**config.mk**
```make
export PLATFORM = sky130hd
export DESIGN_NAME = fir_out_stage_flat
export DESIGN_NICKNAME = d
export VERILOG_FILES = /design/src/rtl/fir_pkg.sv /design/src/rtl/fir_out_stage_if.sv /design/src/rtl/fir_sync_fifo.sv /design/src/rtl/fir_out_stage.sv /design/src/flat_wrapper.sv
export SDC_FILE = /design/constraint.sdc
export NUM_CORES = 1
export LEC_CHECK = 0
export CORE_ASPECT_RATIO = 2
export CORE_MARGIN = 5
export CORE_UTILIZATION = 35
export CTS_BUF_LIST = sky130_fd_sc_hd__clkbuf_16
export CTS_CLUSTER_SIZE = 25
export DETAILED_ROUTE_END_ITERATION = 10
export DONT_BUFFER_PORTS = 1
export GPL_TIMING_DRIVEN = 0
export REMOVE_ABC_BUFFERS = 1
export SYNTH_ARGS = -nofsm -noshare
export SYNTH_HDL_FRONTEND = slang
export SYNTH_SLANG_ARGS = --single-unit
export TNS_END_PERCENT = 30
```
**constraint.sdc**
```tcl
create_clock -name clk -period 5.95 [get_ports clk]
set_input_delay 0.8925 -clock clk [delete_from_list [all_inputs] [get_ports clk]]
set_output_delay 0.8925 -clock clk [all_outputs]
set_load 0.005 [all_outputs]
```
**src/rtl/fir_pkg.sv**
```systemverilog
// Shared types and constants for the FIR output stage: FSM states, FIFO depth
// and default widths.
package fir_pkg;

    typedef enum logic {
        ST_IDLE   = 1'b0,
        ST_ACTIVE = 1'b1
    } fsm_state_e;

    localparam int FIFO_DEPTH     = 4;
    localparam int DEF_DATA_WIDTH = 8;
    localparam int DEF_ACC_WIDTH  = 25;
    localparam int DEF_FRAC_BITS  = 12;
    localparam int DEF_CNT_WIDTH  = 12;

endpackage

```
**src/rtl/fir_out_stage_if.sv**
```systemverilog
// Pixel output stream of the FIR output stage: valid/ready handshake plus
// data and frame/line markers.
interface fir_out_stage_if
    import fir_pkg::*;
#(
    parameter int DATA_WIDTH = DEF_DATA_WIDTH
) ();

    logic                  valid_o;
    logic                  ready_i;
    logic [DATA_WIDTH-1:0] data_o;
    logic                  sof_o;
    logic                  eol_o;

    modport master (output valid_o, data_o, sof_o, eol_o, input ready_i);
    modport slave  (input valid_o, data_o, sof_o, eol_o, output ready_i);

endinterface

```
**src/rtl/fir_sync_fifo.sv**
```systemverilog
// Single-clock first-word-fall-through FIFO; a write to a full FIFO is accepted
// only when a read happens in the same cycle. DEPTH must be a power of two.
module fir_sync_fifo
    import fir_pkg::*;
#(
    parameter int WIDTH = DEF_DATA_WIDTH,
    parameter int DEPTH = FIFO_DEPTH,
    localparam int PW   = $clog2(DEPTH),
    localparam int CW   = $clog2(DEPTH + 1)
) (
    input  logic             clk,
    input  logic             rst_n,
    input  logic             wr_en_i,
    input  logic [WIDTH-1:0] wr_data_i,
    output logic             wr_ack_o,
    input  logic             rd_en_i,
    output logic [WIDTH-1:0] rd_data_o,
    output logic             full_o,
    output logic             empty_o,
    output logic [CW-1:0]    count_o
);

    logic [WIDTH-1:0] mem_q [DEPTH];
    logic [PW-1:0]    wr_ptr_q, wr_ptr_d;
    logic [PW-1:0]    rd_ptr_q, rd_ptr_d;
    logic [CW-1:0]    count_q, count_d;
    logic             wr_ok, rd_ok;

    assign full_o    = (count_q == CW'(DEPTH));
    assign empty_o   = (count_q == '0);
    assign count_o   = count_q;
    assign rd_data_o = mem_q[rd_ptr_q];
    assign wr_ack_o  = wr_ok;

    always_comb begin
        rd_ok    = rd_en_i && !empty_o;
        wr_ok    = wr_en_i && (!full_o || rd_ok);
        wr_ptr_d = wr_ok ? wr_ptr_q + PW'(1) : wr_ptr_q;
        rd_ptr_d = rd_ok ? rd_ptr_q + PW'(1) : rd_ptr_q;
        count_d  = count_q + CW'(wr_ok) - CW'(rd_ok);
    end

    always_ff @(posedge clk or negedge rst_n) begin
        if (!rst_n) begin
            wr_ptr_q <= '0;
            rd_ptr_q <= '0;
            count_q  <= '0;
        end else begin
            wr_ptr_q <= wr_ptr_d;
            rd_ptr_q <= rd_ptr_d;
            count_q  <= count_d;
        end
    end

    // NOTE: storage has no reset; the pointers and count alone decide which entries are valid.
    always_ff @(posedge clk) begin
        if (wr_ok) mem_q[wr_ptr_q] <= wr_data_i;
    end

endmodule

```
**src/rtl/fir_out_stage.sv**
```systemverilog
// FIR output stage: register, round/shift, clamp, queue and stream pixels with
// frame position markers. Define FIR_OUT_ROUND_EN for round-half-up, else truncate.
module fir_out_stage
    import fir_pkg::*;
#(
    parameter int DATA_WIDTH = DEF_DATA_WIDTH,
    parameter int ACC_WIDTH  = DEF_ACC_WIDTH,
    parameter int FRAC_BITS  = DEF_FRAC_BITS,
    parameter int CNT_WIDTH  = DEF_CNT_WIDTH
) (
    input  logic                        clk,
    input  logic                        rst_n,
    input  logic                        ce_i,
    input  logic signed [ACC_WIDTH-1:0] acc_i,
    input  logic        [CNT_WIDTH-1:0] h_size_i,
    input  logic        [CNT_WIDTH-1:0] v_size_i,
    fir_out_stage_if.master             out_if,
    output logic                        afull_o,
    output logic                        ovf_o,
    output logic                        sat_o,
    output logic                        frame_done_o
);

    localparam int CW = $clog2(FIFO_DEPTH + 1);

    localparam logic signed [ACC_WIDTH:0] PIX_MAX =
        $signed({{(ACC_WIDTH + 1 - DATA_WIDTH){1'b0}}, {DATA_WIDTH{1'b1}}});
`ifdef FIR_OUT_ROUND_EN
    localparam logic signed [ACC_WIDTH:0] RND_C =
        $signed({{(ACC_WIDTH + 1 - FRAC_BITS){1'b0}}, 1'b1, {(FRAC_BITS - 1){1'b0}}});
`else
    localparam logic signed [ACC_WIDTH:0] RND_C = '0;
`endif

    logic signed [ACC_WIDTH-1:0] acc_q, acc_d;
    logic                        s1_vld_q, s1_vld_d;
    logic [CNT_WIDTH-1:0]        h_cnt_q, h_cnt_d, v_cnt_q, v_cnt_d;
    logic [CNT_WIDTH-1:0]        h_size_q, h_size_d, v_size_q, v_size_d;
    logic                        sat_q, sat_d, ovf_q, ovf_d;
    fsm_state_e                  state_q, state_d;

    logic signed [ACC_WIDTH:0]   sum, shifted;
    logic [DATA_WIDTH-1:0]       pix, rd_data;
    logic                        clamp, wr_ack, full, empty, xfer, h_last, v_last;
    logic [CW-1:0]               count;

    fir_sync_fifo #(.WIDTH(DATA_WIDTH), .DEPTH(FIFO_DEPTH)) u_fifo (
        .clk       (clk),
        .rst_n     (rst_n),
        .wr_en_i   (s1_vld_q),
        .wr_data_i (pix),
        .wr_ack_o  (wr_ack),
        .rd_en_i   (xfer),
        .rd_data_o (rd_data),
        .full_o    (full),
        .empty_o   (empty),
        .count_o   (count)
    );

    assign xfer           = !empty && out_if.ready_i;
    assign h_last         = (h_cnt_q == h_size_q - CNT_WIDTH'(1));
    assign v_last         = (v_cnt_q == v_size_q - CNT_WIDTH'(1));
    assign out_if.valid_o = !empty;
    assign out_if.data_o  = empty ? '0 : rd_data;
    assign out_if.sof_o   = !empty && (h_cnt_q == '0) && (v_cnt_q == '0);
    assign out_if.eol_o   = !empty && h_last;
    assign frame_done_o   = xfer && h_last && v_last;
    assign afull_o        = (count >= CW'(2));
    assign ovf_o          = ovf_q;
    assign sat_o          = sat_q;

    // The extra sign bit keeps the rounding add from overflowing before the shift.
    always_comb begin
        sum     = $signed({acc_q[ACC_WIDTH-1], acc_q}) + RND_C;
        shifted = sum >>> FRAC_BITS;
        clamp   = 1'b0;
        pix     = shifted[DATA_WIDTH-1:0];
        if (shifted[ACC_WIDTH]) begin
            pix   = '0;
            clamp = 1'b1;
        end else if (shifted > PIX_MAX) begin
            pix   = '1;
            clamp = 1'b1;
        end
    end

    always_comb begin
        acc_d    = ce_i ? acc_i : acc_q;
        s1_vld_d = ce_i;
        sat_d    = sat_q || (s1_vld_q && clamp);
        ovf_d    = ovf_q || (s1_vld_q && !wr_ack);
        h_cnt_d  = h_cnt_q;
        v_cnt_d  = v_cnt_q;
        h_size_d = h_size_q;
        v_size_d = v_size_q;
        state_d  = state_q;

        if (xfer) begin
            if (h_last) begin
                h_cnt_d = '0;
                v_cnt_d = v_last ? '0 : v_cnt_q + CNT_WIDTH'(1);
            end else begin
                h_cnt_d = h_cnt_q + CNT_WIDTH'(1);
            end
        end

        // Frame geometry is frozen for the whole ACTIVE period.
        case (state_q)
            ST_IDLE: begin
                h_size_d = (h_size_i == '0) ? CNT_WIDTH'(1) : h_size_i;
                v_size_d = (v_size_i == '0) ? CNT_WIDTH'(1) : v_size_i;
                if (wr_ack) state_d = ST_ACTIVE;
            end
            ST_ACTIVE: if (frame_done_o) state_d = ST_IDLE;
            default:   state_d = ST_IDLE;
        endcase
    end

    always_ff @(posedge clk or negedge rst_n) begin
        if (!rst_n) begin
            acc_q    <= '0;
            s1_vld_q <= 1'b0;
            sat_q    <= 1'b0;
            ovf_q    <= 1'b0;
            h_cnt_q  <= '0;
            v_cnt_q  <= '0;
            h_size_q <= CNT_WIDTH'(1);
            v_size_q <= CNT_WIDTH'(1);
            state_q  <= ST_IDLE;
        end else begin
            acc_q    <= acc_d;
            s1_vld_q <= s1_vld_d;
            sat_q    <= sat_d;
            ovf_q    <= ovf_d;
            h_cnt_q  <= h_cnt_d;
            v_cnt_q  <= v_cnt_d;
            h_size_q <= h_size_d;
            v_size_q <= v_size_d;
            state_q  <= state_d;
        end
    end

endmodule

```
**src/flat_wrapper.sv**
```systemverilog
// flat-port wrapper written by rule: the top's interface ports become plain ports
module fir_out_stage_flat import fir_pkg::*;
#(
    parameter int DATA_WIDTH = DEF_DATA_WIDTH,
    parameter int ACC_WIDTH  = DEF_ACC_WIDTH,
    parameter int FRAC_BITS  = DEF_FRAC_BITS,
    parameter int CNT_WIDTH  = DEF_CNT_WIDTH
)
  (clk, rst_n, ce_i, acc_i, h_size_i, v_size_i, afull_o, ovf_o, sat_o, frame_done_o, out_if_valid_o, out_if_data_o, out_if_sof_o, out_if_eol_o, out_if_ready_i);
  fir_out_stage_if #(.DATA_WIDTH(DATA_WIDTH)) out_if_i ();
  input  logic clk;
  input  logic rst_n;
  input  logic ce_i;
  input  logic signed [ACC_WIDTH-1:0] acc_i;
  input  logic        [CNT_WIDTH-1:0] h_size_i;
  input  logic        [CNT_WIDTH-1:0] v_size_i;
  output logic afull_o;
  output logic ovf_o;
  output logic sat_o;
  output logic frame_done_o;
  output wire logic [$bits(out_if_i.valid_o)-1:0] out_if_valid_o;
  output wire logic [$bits(out_if_i.data_o)-1:0] out_if_data_o;
  output wire logic [$bits(out_if_i.sof_o)-1:0] out_if_sof_o;
  output wire logic [$bits(out_if_i.eol_o)-1:0] out_if_eol_o;
  input wire logic [$bits(out_if_i.ready_i)-1:0] out_if_ready_i;
  assign out_if_valid_o = out_if_i.valid_o;
  assign out_if_data_o = out_if_i.data_o;
  assign out_if_sof_o = out_if_i.sof_o;
  assign out_if_eol_o = out_if_i.eol_o;
  assign out_if_i.ready_i = out_if_ready_i;
  fir_out_stage #(.DATA_WIDTH(DATA_WIDTH), .ACC_WIDTH(ACC_WIDTH), .FRAC_BITS(FRAC_BITS), .CNT_WIDTH(CNT_WIDTH)) u_core (.clk(clk), .rst_n(rst_n), .ce_i(ce_i), .acc_i(acc_i), .h_size_i(h_size_i), .v_size_i(v_size_i), .out_if(out_if_i), .afull_o(afull_o), .ovf_o(ovf_o), .sat_o(sat_o), .frame_done_o(frame_done_o));
endmodule
```
; ---- Word-level counts from Yosys, hierarchy flattened
; Memories as Yosys holds them, arrays and structs flattened.
; Index checks and enable logic that the tools add are counted.
[word_totals]
mem_count = 1
register_bits = 84
in_bits = 53
ram_bits = 32
[op_classes]
n_bitwise = 1
add_sub_neg = 8
n_eq_ne = 3
n_reduce_logical = 22
n_mux = 13
magnitude_cmp = 2
[memory_table]
columns = name, depth, width, read_ports, rd_ports_with_merged_regs, write_ports, line
row1 = u_core.u_fifo.mem_q, 4, 8, 1, 0, 1, fir_sync_fifo.sv:23  ; logic [WIDTH-1:0] mem_q [DEPTH];
[op_table]
columns = operator, count
row1 = zero test 12 bit, 4
row2 = 2-to-1 mux 12 bit, 4
row3 = adder 12 x 1 -> 12 bit (second input constant), 2
row4 = equality test 12 bit, 2
row5 = 2-to-1 mux 8 bit, 3
row6 = subtractor 12 x 1 -> 12 bit (second input constant), 2
row7 = greater-than comparator 13 x 9 -> 1 bit (second input constant), 1
row8 = logical AND 1 bit, 10
row9 = 2-to-1 mux 1 bit, 5
row10 = adder 2 x 1 -> 2 bit (second input constant), 2
row11 = adder 3 x 1 -> 3 bit, 1
row12 = equality test 3 bit (second input constant), 1
row13 = >= comparator 3 x 2 -> 1 bit (second input constant), 1
row14 = zero test 1 bit, 3
row15 = zero test 3 bit, 1
row16 = logical OR 1 bit, 3
row17 = subtractor 3 x 1 -> 3 bit, 1
row18 = case mux 1 bit (2 select lines), 1
row19 = AND reduction 2 bit, 1
row20 = NOT 1 bit, 1

; ---- Longest topological paths before layout
[depth]
word_depth = 9
depth_mapped = 10

; ---- Cells and area by module
; Synthesis repeated with hierarchy kept, for this count alone.
[hier_totals]
hier_cells = 476
area_unflattened_um2 = 5501.5
[modules_own_cells]
columns = module, cells_each, area_per_inst_um2, n_inst
row1 = fir_out_stage, 398, 3910.0, 1
row2 = fir_sync_fifo, 78, 1591.5, 1

; ---- Worst setup path before layout
; No wires, ideal clock.
[synth_timing]
path_type = reg2out
from = reg u_core.v_size_q[2]
to = out frame_done_o
path_slack_ns = 2.915
arrival_time_ns = 2.143
t_required_ns = 5.058
path_stages_with_launch = 7
cell_sequence = dfrtp_1 > or4_4 > o31a_1 > or3_4 > a31oi_4 > nand4_1 > nor2_1
[synth_between]
elab_chain_len = 3
[synth_lines]
columns = element, line
row1 = "start, declared", fir_out_stage.sv:38  ; logic [CNT_WIDTH-1:0] h_size_q, h_size_d, v_size_q, v_size_d;
row2 = "start signal, assigned", fir_out_stage.sv:138  ; v_size_q <= v_size_d;
row3 = subtractor 12 x 1 -> 12 bit, fir_out_stage.sv:62  ; assign v_last = (v_cnt_q == v_size_q - CNT_WIDTH'(1));
row4 = equality test 12 bit, fir_out_stage.sv:62
row5 = logical AND 1 bit, fir_out_stage.sv:67  ; assign frame_done_o = xfer && h_last && v_last;
row6 = "end, declared", flat_wrapper.sv:20  ; output logic frame_done_o;
; No other way between the ends.

; ---- Worst setup path in the final report
[layout_timing]
from = reg u_core.h_size_q[0]
to = out out_if_eol_o
[layout_between]
elab_chain_len = 3
[layout_lines]
columns = element, line
row1 = "start, declared", fir_out_stage.sv:38
row2 = "start signal, assigned", fir_out_stage.sv:137  ; h_size_q <= h_size_d;
row3 = subtractor 12 x 1 -> 12 bit, fir_out_stage.sv:61  ; assign h_last = (h_cnt_q == h_size_q - CNT_WIDTH'(1));
row4 = equality test 12 bit, fir_out_stage.sv:61
row5 = logical AND 1 bit, fir_out_stage.sv:66  ; assign out_if.eol_o = !empty && h_last;
row6 = "end, declared", flat_wrapper.sv:24  ; output wire logic [$bits(out_if_i.eol_o)-1:0] out_if_eol_o;
; No other way between the ends.

==> results.py <==
metrics = {
    "run_status": {
        "status": "completed",
    },
    "layout": {
        "post_route_cells_drive_above_1_share": 0.159,
        "final_cell_area_mm2": 0.00585,
        "diodes": 0,
        "area_delta_synth_final_pct": 8.24,
        "fin_util": 0.384,
        "fin_nets": 527,
        "mostFrequentLayoutCell": "dfrtp_1",
        "fillers": 1497,
        "final_cell_mix": "dfrtp_1 (70), nor2_1 (38), mux2_2 (36)",
    },
    "floorplanning": {
        "start_util": 0.355,
        "die_w_um": 97.9,
        "core_area_mm2": 0.0152,
        "ios": 68,
        "die_area_mm2": 0.0182,
        "rows": 64,
        "fp.dieH_um": 186,
    },
    "power_and_ir_drop": {
        "p_sw_frac": 0.326,
        "ir_worst_vdd_mv": 0.176,
        "pwr-share-seq": 0.489,
        "p_total_mw": 2.12,
        "leakage_nw": 2.26,
        "pwr-share-comb": 0.251,
        "pwr-share-clk": 0.260,
        "power.switching_uw": 691,
        "p_int_mw": 1.43,
        "power_density_mw_per_mm2": 362,
    },
    "synth": {
        "synth_xor_area_frac": 0.0665,
        "ys_ff_latch": 104,
        "syn_area_mm2": 0.00540,
        "synth_cell_types": 58,
        "synthMuxAreaShare": 0.119,
        "synth_simple_gate_area_frac": 0.169,
        "syn_inst": 468,
        "yosysWarnings": 0,
        "synth_compound_area_frac": 0.0722,
        "synth_ff_type": "dfrtp_1",
        "synthArstFlopShare": 0.692,
        "syn_area_per_cell_um2": 11.5,
        "synth-seq-area-share": 0.512,
        "synth_top_family_by_area": "simple AND/OR/NAND/NOR gates",
        "synth_edf_count": 32,
        "synthAdderAreaFrac": 0.0338,
    },
    "sta": {
        "fin_skew_ns": 0.00810,
        "period_share": 0.647,
        "tightest_slew_ns": 1.11,
        "max_freq_mhz": 260,
        "setup_viol": 0,
        "rsz0062_at_grt": "no",
        "fin_crit_ns": 3.85,
        "slew_violations": 0,
        "setup_tns_ns": 0,
        "relSlewSlack": 0.260,
        "final_hold_viol_count": 0,
    },
    "clocking": {
        "clkTransAtPathRegs_ns": 0.07,
        "cts_buffers": 9,
        "clockBufferDepth": 2,
        "clock-sinks": 104,
        "clk_latency_ns": 0.35,
        "post_cts_resized": 0,
        "holdBufCountCts": 0,
        "htree_levels": 3,
        "cts_root_buffer": "clkbuf_16",
        "cts_setup_buffers": 0,
        "cts_tree": "built",
    },
    "setup_path": {
        "startpoint_type": "flip-flop",
        "critPathSlowestCell": "nand3_1",
        "end_kind": "output pin",
        "reg2regPathDepth": 9,
        "critPathRequiredTime_ns": 5.06,
        "worst-setup-path-type": "flip-flop to output pin",
        "worstPathArrival_ns": 2.96,
        "crit_path_cell_trace": "inv_1 -> ha_1 -> nor3b_1 -> xor2_1 -> o221a_2 -> o21ai_0 -> nand3_1 -> nor2b_1",
        "slowest_delay_ns": 0.46,
        "r2r_setup_slack_ns": 2.72,
        "path_max_fanout": 14,
    },
    "detailed_routing": {
        "wl_mm": 12.1,
        "vias_per_cell": 5.41,
        "drtAntennaViolNets": 0,
        "drtIter0Drc": 123,
        "route.detailed.drc": 0,
        "post_drt_wl_per_cell_um": 18.3,
        "firstDrtPassIters": 5,
        "num_vias": 3584,
    },
    "placement": {
        "port_buffers": 0,
        "place.gp.congestion": 0.867,
        "dpl.hpwl_mm": 9.18,
        "dpl-instance-area_mm2": 0.00558,
    },
    "grt": {
        "grt_max_degree": 73,
        "grt_use_total": 0.139,
        "grt_antenna_before_repair": 0,
        "overflow": 0,
        "grt_pass1_vias": 3926,
        "grt_pass1_wl_mm": 19.9,
    },
    "job": {
        "drv_cap": 0,
    },
    "worst_hold_path": {
        "hp-class": "input pin to asynchronous set/reset pin",
    },
}
## final timing paths
| kind | from | end |
|---|---|---|
| min | rst_n | u_core.acc_q[15] |
| min in group clk | u_core.s1_vld_q | u_core.ovf_o |
| max | u_core.h_size_q[0] | out_if_eol_o |
| max in group asynchronous | rst_n | u_core.h_size_q[0] |
| min reg2reg | u_core.s1_vld_q | u_core.ovf_o |
| max reg2reg | u_core.h_size_q[0] | u_core.v_cnt_q[1] |
## Yosys cell counts (3+ instances only)
cell	instances	area (um2)
a21oi_1	5	25.0
nor2b_1	3	18.8
ha_1	13	163
mux4_2	8	180
xnor2_1	24	210
nand2b_1	4	25.0
inv_1	22	82.6
or3_1	4	25.0
mux2_2	36	405
nand3_1	18	90.1
edfxtp_1	32	961
o21ai_0	11	55.1
nor3_1	14	70.1
nor4_1	17	106
nor4b_1	4	35.0
clkbuf_1	17	63.8
and4_1	4	35.0
xor2_1	17	149
mux2i_1	4	40.0
a21o_1	5	37.5
nor2_1	38	143
nand4_1	7	43.8
nor3b_1	3	22.5
o21a_1	5	37.5
nand2_1	19	71.3
o31a_1	6	52.6
dfrtp_1	70	1750
and2_1	13	81.3
and3_1	4	25.0
or2_2	3	18.8
a31oi_1	4	25.0
## flip-flops by register name, indices dropped and copies added, names as in the netlist
signal / flops
u_core.h_cnt_q: 12
u_core.u_fifo.count_o: 3
u_core.u_fifo.mem_q: 32
u_core.u_fifo.rd_ptr_q: 2
u_core.s1_vld_q: 1
u_core.state_q: 1
u_core.v_cnt_q: 12
u_core.acc_q: 13
u_core.v_size_q: 12
u_core.ovf_o: 1
u_core.sat_o: 1
u_core.h_size_q: 12
u_core.u_fifo.wr_ptr_q: 2
## kinds of logic after synthesis
| family | Yosys count |
|---|---|
| adder cells (fa/ha/maj) | 14 |
| flip-flops | 104 |
| AND/OR/NAND/NOR | 166 |
| AO/OA/AOI/OAI | 53 |
| multiplexers | 49 |
| XOR/XNOR | 41 |
| buffers and inverters | 41 |
## power by group through the flow
stage / Clock (mW) / Sequential [mW] / Combinational, mW
CTS: 0.566 / 1.04 / 0.549
global placement: 0 / 1.04 / 0.515
detailed placement: 0 / 1.05 / 0.540
finish: 0.552 / 1.04 / 0.532
floorplan: 0 / 0.998 / 0.424
global route: 0.594 / 1.06 / 0.599
## worst max-delay path, delay by kind of cell, from the launching register on
kind            cells  cell delay [ns]
compound gates      2             0.52
xor+xnor            1             0.13
fa+ha+maj           1             0.21
buf+inv             1             0.08
flops               1             0.40
simple gates        3             1.26
## metrics by stage
step	std cells	setup WS, ns	hold WS (ns)
3_5_place_dp	647	2.47	0.488
2_1_floorplan	449	2.91	0.451
5_1_grt	663	1.81	0.224
3_3_place_gp	647	2.53	0.485
6_report	663	2.10	0.236
4_1_cts	663	2.09	0.227
## area by class of cell
type,instances,area [um2],area share
Sequential cell,104,2770,0.473
Multi-Input combinational cell,323,2480,0.425
Tap cell,198,248,0.0424
Clock buffer,9,225,0.0385
Inverter,22,82.6,0.0141
Clock inverter,7,43.8,0.00749
## routing by layer
metal | GRT usage | vias to the layer above | share of wire
met5 | 0 | - | 0
met2 | 0.274 | 77 | 0.58
li1 | - | 1686 | -
met3 | 0.0266 | 34 | 0.040
met4 | 0.0682 | 0 | 0.030
met1 | 0.135 | 1787 | 0.35
Power figures use the tool's default switching activity.
